[src/rtl/branch.sv]
// Stream splitter: each cond/value pair is routed to the true output when cond
// is nonzero, otherwise to the false output. Cond and value are buffered independently.

module branch_fifo #(
   parameter int WIDTH = 16,
   parameter int DEPTH = 16
) (
   input  logic             clk,
   input  logic             rst,
   input  logic [WIDTH-1:0] in_data,
   input  logic             in_valid,
   output logic             in_ready,
   output logic [WIDTH-1:0] head,
   output logic             empty,
   input  logic             pop
);

   localparam int AW = $clog2(DEPTH);
   localparam logic [AW:0] FULL = (AW+1)'(DEPTH);

   logic [WIDTH-1:0] mem [DEPTH];
   logic [AW-1:0]    wr_ptr;
   logic [AW-1:0]    rd_ptr;
   logic [AW:0]      count;
   logic             push;
   logic             pop_ok;

   // Ready comes from the registered count only, so a same-cycle pop never frees a slot early.
   assign in_ready = !rst && (count != FULL);
   assign push     = in_valid && in_ready;
   assign empty    = (count == '0);
   assign pop_ok   = pop && !empty;
   assign head     = mem[rd_ptr];

   // NOTE: the storage array has no reset; only pointers and count are cleared,
   // which is enough to make stale entries unreachable.
   always_ff @(posedge clk) begin
      if (push) mem[wr_ptr] <= in_data;
   end

   // NOTE: sequential state uses non-blocking assignments so every register
   // samples the pre-edge values regardless of statement order.
   always_ff @(posedge clk) begin
      if (rst) begin
         wr_ptr <= '0;
         rd_ptr <= '0;
         count  <= '0;
      end else begin
         if (push)   wr_ptr <= wr_ptr + 1'b1;
         if (pop_ok) rd_ptr <= rd_ptr + 1'b1;
         case ({push, pop_ok})
            2'b10:   count <= count + 1'b1;
            2'b01:   count <= count - 1'b1;
            default: count <= count;
         endcase
      end
   end

endmodule

module branch #(
   parameter int VAL_WIDTH  = 16,
   parameter int COND_WIDTH = 1,
   parameter int FIFO_SIZE  = 16
) (
   input  logic                  clk,
   input  logic                  rst,
   input  logic [COND_WIDTH-1:0] s_cond_axis_tdata,
   input  logic                  s_cond_axis_tvalid,
   output logic                  s_cond_axis_tready,
   input  logic [VAL_WIDTH-1:0]  s_val_axis_tdata,
   input  logic                  s_val_axis_tvalid,
   output logic                  s_val_axis_tready,
   output logic [VAL_WIDTH-1:0]  m_true_val_axis_tdata,
   output logic                  m_true_val_axis_tvalid,
   input  logic                  m_true_val_axis_tready,
   output logic [VAL_WIDTH-1:0]  m_false_val_axis_tdata,
   output logic                  m_false_val_axis_tvalid,
   input  logic                  m_false_val_axis_tready
);

   logic [COND_WIDTH-1:0] cond_head;
   logic [VAL_WIDTH-1:0]  val_head;
   logic                  cond_empty;
   logic                  val_empty;
   logic                  pair_pop;
   logic                  load_true;
   logic                  load_false;

   branch_fifo #(.WIDTH(COND_WIDTH), .DEPTH(FIFO_SIZE)) u_cond_fifo (
      .clk      (clk),
      .rst      (rst),
      .in_data  (s_cond_axis_tdata),
      .in_valid (s_cond_axis_tvalid),
      .in_ready (s_cond_axis_tready),
      .head     (cond_head),
      .empty    (cond_empty),
      .pop      (pair_pop)
   );

   branch_fifo #(.WIDTH(VAL_WIDTH), .DEPTH(FIFO_SIZE)) u_val_fifo (
      .clk      (clk),
      .rst      (rst),
      .in_data  (s_val_axis_tdata),
      .in_valid (s_val_axis_tvalid),
      .in_ready (s_val_axis_tready),
      .head     (val_head),
      .empty    (val_empty),
      .pop      (pair_pop)
   );

   // Only the head pair is considered: a stalled target blocks everything behind it.
   // NOTE: every always_comb output gets a default first so no path infers a latch.
   always_comb begin
      pair_pop   = 1'b0;
      load_true  = 1'b0;
      load_false = 1'b0;
      if (!cond_empty && !val_empty) begin
         if (|cond_head) begin
            load_true = !m_true_val_axis_tvalid || m_true_val_axis_tready;
         end else begin
            load_false = !m_false_val_axis_tvalid || m_false_val_axis_tready;
         end
         pair_pop = load_true || load_false;
      end
   end

   always_ff @(posedge clk) begin
      if (rst) begin
         m_true_val_axis_tvalid <= 1'b0;
         m_true_val_axis_tdata  <= '0;
      end else if (load_true) begin
         m_true_val_axis_tvalid <= 1'b1;
         m_true_val_axis_tdata  <= val_head;
      end else if (m_true_val_axis_tready) begin
         m_true_val_axis_tvalid <= 1'b0;
      end
   end

   always_ff @(posedge clk) begin
      if (rst) begin
         m_false_val_axis_tvalid <= 1'b0;
         m_false_val_axis_tdata  <= '0;
      end else if (load_false) begin
         m_false_val_axis_tvalid <= 1'b1;
         m_false_val_axis_tdata  <= val_head;
      end else if (m_false_val_axis_tready) begin
         m_false_val_axis_tvalid <= 1'b0;
      end
   end

endmodule

[config.mk]
export PLATFORM = sky130hd
export DESIGN_NAME = branch
export DESIGN_NICKNAME = d
export VERILOG_FILES = /design/src/rtl/branch.sv
export SDC_FILE = /design/constraint.sdc
export NUM_CORES = 1
export LEC_CHECK = 0
export BUFFER_PORTS_ARGS = -buffer_cell sky130_fd_sc_hd__clkbuf_2
export CAP_MARGIN = 0
export CORE_UTILIZATION = 65
export CTS_BUF_LIST = sky130_fd_sc_hd__clkbuf_2 sky130_fd_sc_hd__clkbuf_4 sky130_fd_sc_hd__clkbuf_8
export DETAILED_ROUTE_END_ITERATION = 10
export GPL_TIMING_DRIVEN = 0
export MAX_ROUTING_LAYER = met4
export PLACE_DENSITY = 0.84
export SETUP_SLACK_MARGIN = 0.2
export SYNTH_ARGS = -nofsm -noshare
export SYNTH_HDL_FRONTEND = slang
export SYNTH_SLANG_ARGS = --single-unit
[constraint.sdc]
create_clock -name clk -period 9.3 [get_ports clk]
set_input_delay 1.86 -clock clk [delete_from_list [all_inputs] [get_ports clk]]
set_output_delay 1.86 -clock clk [all_outputs]
set_load 0.02 [all_outputs]
==> out/results.md <==
| Quantity | Value |
| --- | --- |
| Final count of hold timing violations | 0 |
| Run status | finished clean |
| Reg2Reg Capture Point | u_cond_fifo.count[4]$_SDFFE_PP0P_ |
| Hold Startpoint | m_false_val_axis_tdata[9]$_SDFFE_PP0P_ |
| Instance area at placement | 14,300 um^2 |
| Filler Cells Inserted | 1,083 |
| Sequential-to-total area share from yosys stat | 71.4% |
| Initial DRT Pass Iterations | 5 |
| Launching element type of the critical path | input port |
| CTS tree | built |
| WL/cell | 24.6 um |
| RSZ-0062 raised after global routing | no |
| CP most frequent cell | sky130_fd_sc_hd__clkbuf_2 |
| Primary FF master, synth | sky130_fd_sc_hd__edfxtp_1 |
| IO buf count | 58 |
| Final setup fails | 0 |
| Count of warnings emitted by yosys | 0 |
| Register-to-Register Path Depth | 13 |
| Hold buffers post-CTS | 0 |
| P_leak | 5.24 nW |
| Worst-margin pin slew | 1110 ps |
| Total area of multi-input combinational cells | 3650 um^2 |
| Number of synthesized register bits | 340 |
| Largest stage delay on the critical path | 200 ps |
| CTS buffer count | 53 |
| Fin nets | 902 |
| Count of cells resized by post-cts repair | 0 |
| CTS root buf | sky130_fd_sc_hd__clkbuf_8 |
| Worst setup EP type | output port |
| Synth-to-layout area growth | 15.8% |
| DRC violations left | 0 |
| Share of synthesized flip-flops with an asynchronous set or reset | 0% |
| Number of antenna violations at the first check in global routing | 0 |
| Max capacitance violation total | 0 |
| Largest voltage drop on the vdd net | 0.195 mV |
| Bufs on Longest Clock Path | 3 |
| Critical path start-end classification | in -> out |
| Worst hold margin | 500 ps |
| Max Slew Vio Count | 0 |
| Placed Cells | 1,079 |
| Fin area | 15,400 um^2 |
| Clock Sinks | 340 |
| Site Rows | 52 |
| Clock-pin transition on the worst setup and hold timing paths | 60 ps |
| Mean number of vias per cell | 6.31 |
| First-pass GRT wire length | 44.7 mm |
| Starting utilization of the core area | 66.1% |
| Reg-to-reg setup timing slack | 5190 ps |
| Data arrival, critical path | 2550 ps |
| Synth Net Count | 773 |
| Post-route fraction of the period consumed by the critical path | 47.4% |
| Total Die Area | 21,100 um^2 |
| Worst Hold Path Cells | 2 |
| Maximum number of pins on one net before global-route repair | 17 |
| Worst path cell trace | clkbuf_2 > clkbuf_1 > a21oi_1 > clkbuf_2 |
| Vias after detailed routing | 7,423 |
| Slew margin rel. | 26.3% |
| Fraction of layout instances using a drive strength above 1 | 30.3% |
| Cell area after synthesis | 13,300 um^2 |
| Avg Cell Area, Syn | 18.2 um^2 |
| Overall die height | 145 um |
| Number of H-tree levels | 2 |
| Data required time of the worst path | 7440 ps |
| Achievable frequency | 0.227 GHz |
| GRT Util Overall | 29.9% |
| Final wirelength | 28.9 mm |
| Number of inserted diodes | 0 |
| Critical path peak fanout | 10 |
| Total congestion overflow after global routing | 0 |
| Endpoint of the worst hold path | m_false_val_axis_tdata[9]$_SDFFE_PP0P_ |
| Buffers inserted by post-CTS timing repair | 0 |
| Insertion delay of the later-clocked pin in the worst-skew pair | 590 ps |
| Pwr Density | 247 nW/um^2 |
| Drt first-iter violations | 654 |
| Vias in the first global route | 7,658 |
| Top-level port count | 59 |
| Min Clock Period, post-route | 4410 ps |
| Max Clock Skew | 30.6 ps |
| Last weighted congestion value of the routability-driven placer | 0.837 |
| Slowest cell on the critical path | sky130_fd_sc_hd__clkbuf_1 |
| Width of the die | 145 um |
| Final antenna-violating net count | 0 |
| Path category of the worst min-delay check | reg -> reg |
| Post-layout instance count excluding filler cells | 1,177 |
| Post-synthesis instance total | 735 |
| Half-perimeter wire length of the detailed placement result | 19.3 mm |
| Count of different cell masters after synthesis | 45 |
| Area of all sequential standard cells | 9530 um^2 |
| Post-route setup TNS | 0 ps |
| Core region area | 20,200 um^2 |
| EDFF count, synth | 272 |
## routing by layer
layer | track usage, % | routed length [um] | vias to the layer above
met5 | - | 0 | -
met4 | 10.2 | 786 | 0
met3 | 5.60 | 2570 | 80
met2 | 48.8 | 14800 | 444
met1 | 38.3 | 10700 | 3747
li1 | - | - | 3152
## cell usage after synthesis, types with 11 or more instances
master / count / area, um^2
sky130_fd_sc_hd__edfxtp_1: 272 / 8170
sky130_fd_sc_hd__nor2_1: 87 / 327
sky130_fd_sc_hd__mux4_2: 81 / 1820
sky130_fd_sc_hd__dfxtp_1: 68 / 1360
sky130_fd_sc_hd__mux2i_1: 39 / 390
sky130_fd_sc_hd__clkbuf_1: 26 / 97.6
sky130_fd_sc_hd__nand2_1: 20 / 75.1
sky130_fd_sc_hd__ha_1: 15 / 188
sky130_fd_sc_hd__xor2_1: 14 / 123
sky130_fd_sc_hd__nor3_1: 12 / 60.1
sky130_fd_sc_hd__buf_1: 11 / 41.3
## final cells by class
class                           count  area share, %
Clock buffer                       78           6.10
Tap cell                          270           2.19
Timing Repair Buffer               74           4.01
Inverter                            9          0.219
Clock inverter                     20           1.01
Multi-Input combinational cell    343           23.6
Buffer                             43           1.15
Sequential cell                   340           61.7
## layout by cell type, fill, tap and decap left out, types with 9 or more instances in the layout
| master | Yosys | final |
|---|---|---|
| sky130_fd_sc_hd__a21oi_1 | 9 | 9 |
| sky130_fd_sc_hd__buf_1 | 11 | 11 |
| sky130_fd_sc_hd__clkbuf_1 | 26 | 26 |
| sky130_fd_sc_hd__clkbuf_2 | 0 | 58 |
| sky130_fd_sc_hd__clkbuf_4 | 0 | 21 |
| sky130_fd_sc_hd__clkbuf_8 | 0 | 57 |
| sky130_fd_sc_hd__clkinv_2 | 0 | 10 |
| sky130_fd_sc_hd__dfxtp_1 | 68 | 68 |
| sky130_fd_sc_hd__edfxtp_1 | 272 | 272 |
| sky130_fd_sc_hd__ha_1 | 15 | 15 |
| sky130_fd_sc_hd__inv_1 | 9 | 9 |
| sky130_fd_sc_hd__mux2i_1 | 39 | 39 |
| sky130_fd_sc_hd__mux4_2 | 81 | 81 |
| sky130_fd_sc_hd__nand2_1 | 20 | 20 |
| sky130_fd_sc_hd__nand2b_1 | 9 | 9 |
| sky130_fd_sc_hd__nor2_1 | 87 | 75 |
| sky130_fd_sc_hd__nor2_2 | 1 | 13 |
| sky130_fd_sc_hd__xor2_1 | 14 | 14 |
## how the worst max path moves through the flow
stage | start | cells past startpoint | slack (ps) | end
final | rst | 4 | 4890 | s_val_axis_tready
after global routing | rst | 16 | 4690 | u_val_fifo.count[4]$_SDFFE_PP0P_
after CTS | rst | 4 | 4890 | s_val_axis_tready
after detailed placement | rst | 16 | 4460 | u_val_fifo.count[4]$_SDFFE_PP0P_
after global placement | rst | 7 | 3620 | u_val_fifo.mem[1][9]$_DFFE_PP_
after floorplan | rst | 15 | 4690 | u_val_fifo.count[4]$_SDFFE_PP0P_
## cell families (layout without fill, tap and decap cells)
| family | count (synthesis) | count (layout) | synth area share, % |
|---|---|---|---|
| flops | 340 | 340 | 71.4 |
| mux | 125 | 125 | 17.5 |
| xor+xnor | 20 | 20 | 1.31 |
| fa+ha+maj | 15 | 15 | 1.41 |
| compound gates | 32 | 32 | 1.73 |
| simple gates | 151 | 151 | 5.05 |
| buf+inv | 52 | 224 | 1.58 |
## sequential cells by signal, summed over array words and instances, names as in the netlist, named ones only
signal	cells
m_true_val_axis_tdata	16
u_cond_fifo.mem	16
u_cond_fifo.rd_ptr	4
u_val_fifo.wr_ptr	4
u_val_fifo.count	5
u_cond_fifo.wr_ptr	4
u_val_fifo.mem	256
m_false_val_axis_tvalid	1
u_cond_fifo.count	5
m_false_val_axis_tdata	16
u_val_fifo.rd_ptr	4
m_true_val_axis_tvalid	1
## through the flow
stage,util [%],total power [W],setup slack (ps)
6_report,76.6,0.00382,4890
5_1_grt,76.6,0.00396,4690
4_1_cts,76.6,0.00382,4890
3_5_place_dp,71.1,0.00257,4460
3_3_place_gp,69.3,0.00252,3620
2_1_floorplan,-,0.00235,4690
## critical path, delay by kind of cell
kind	cells	cell delay (ps)
AOI/OAI and AO/OA	1	200
buffers and inverters	3	490
## power by group
group / internal (W) / switching, W
registers: 0.00171 / 0.0000467
logic: 0.000347 / 0.000441
clock network: 0.000710 / 0.000562
Power figures use the tool's default switching activity.
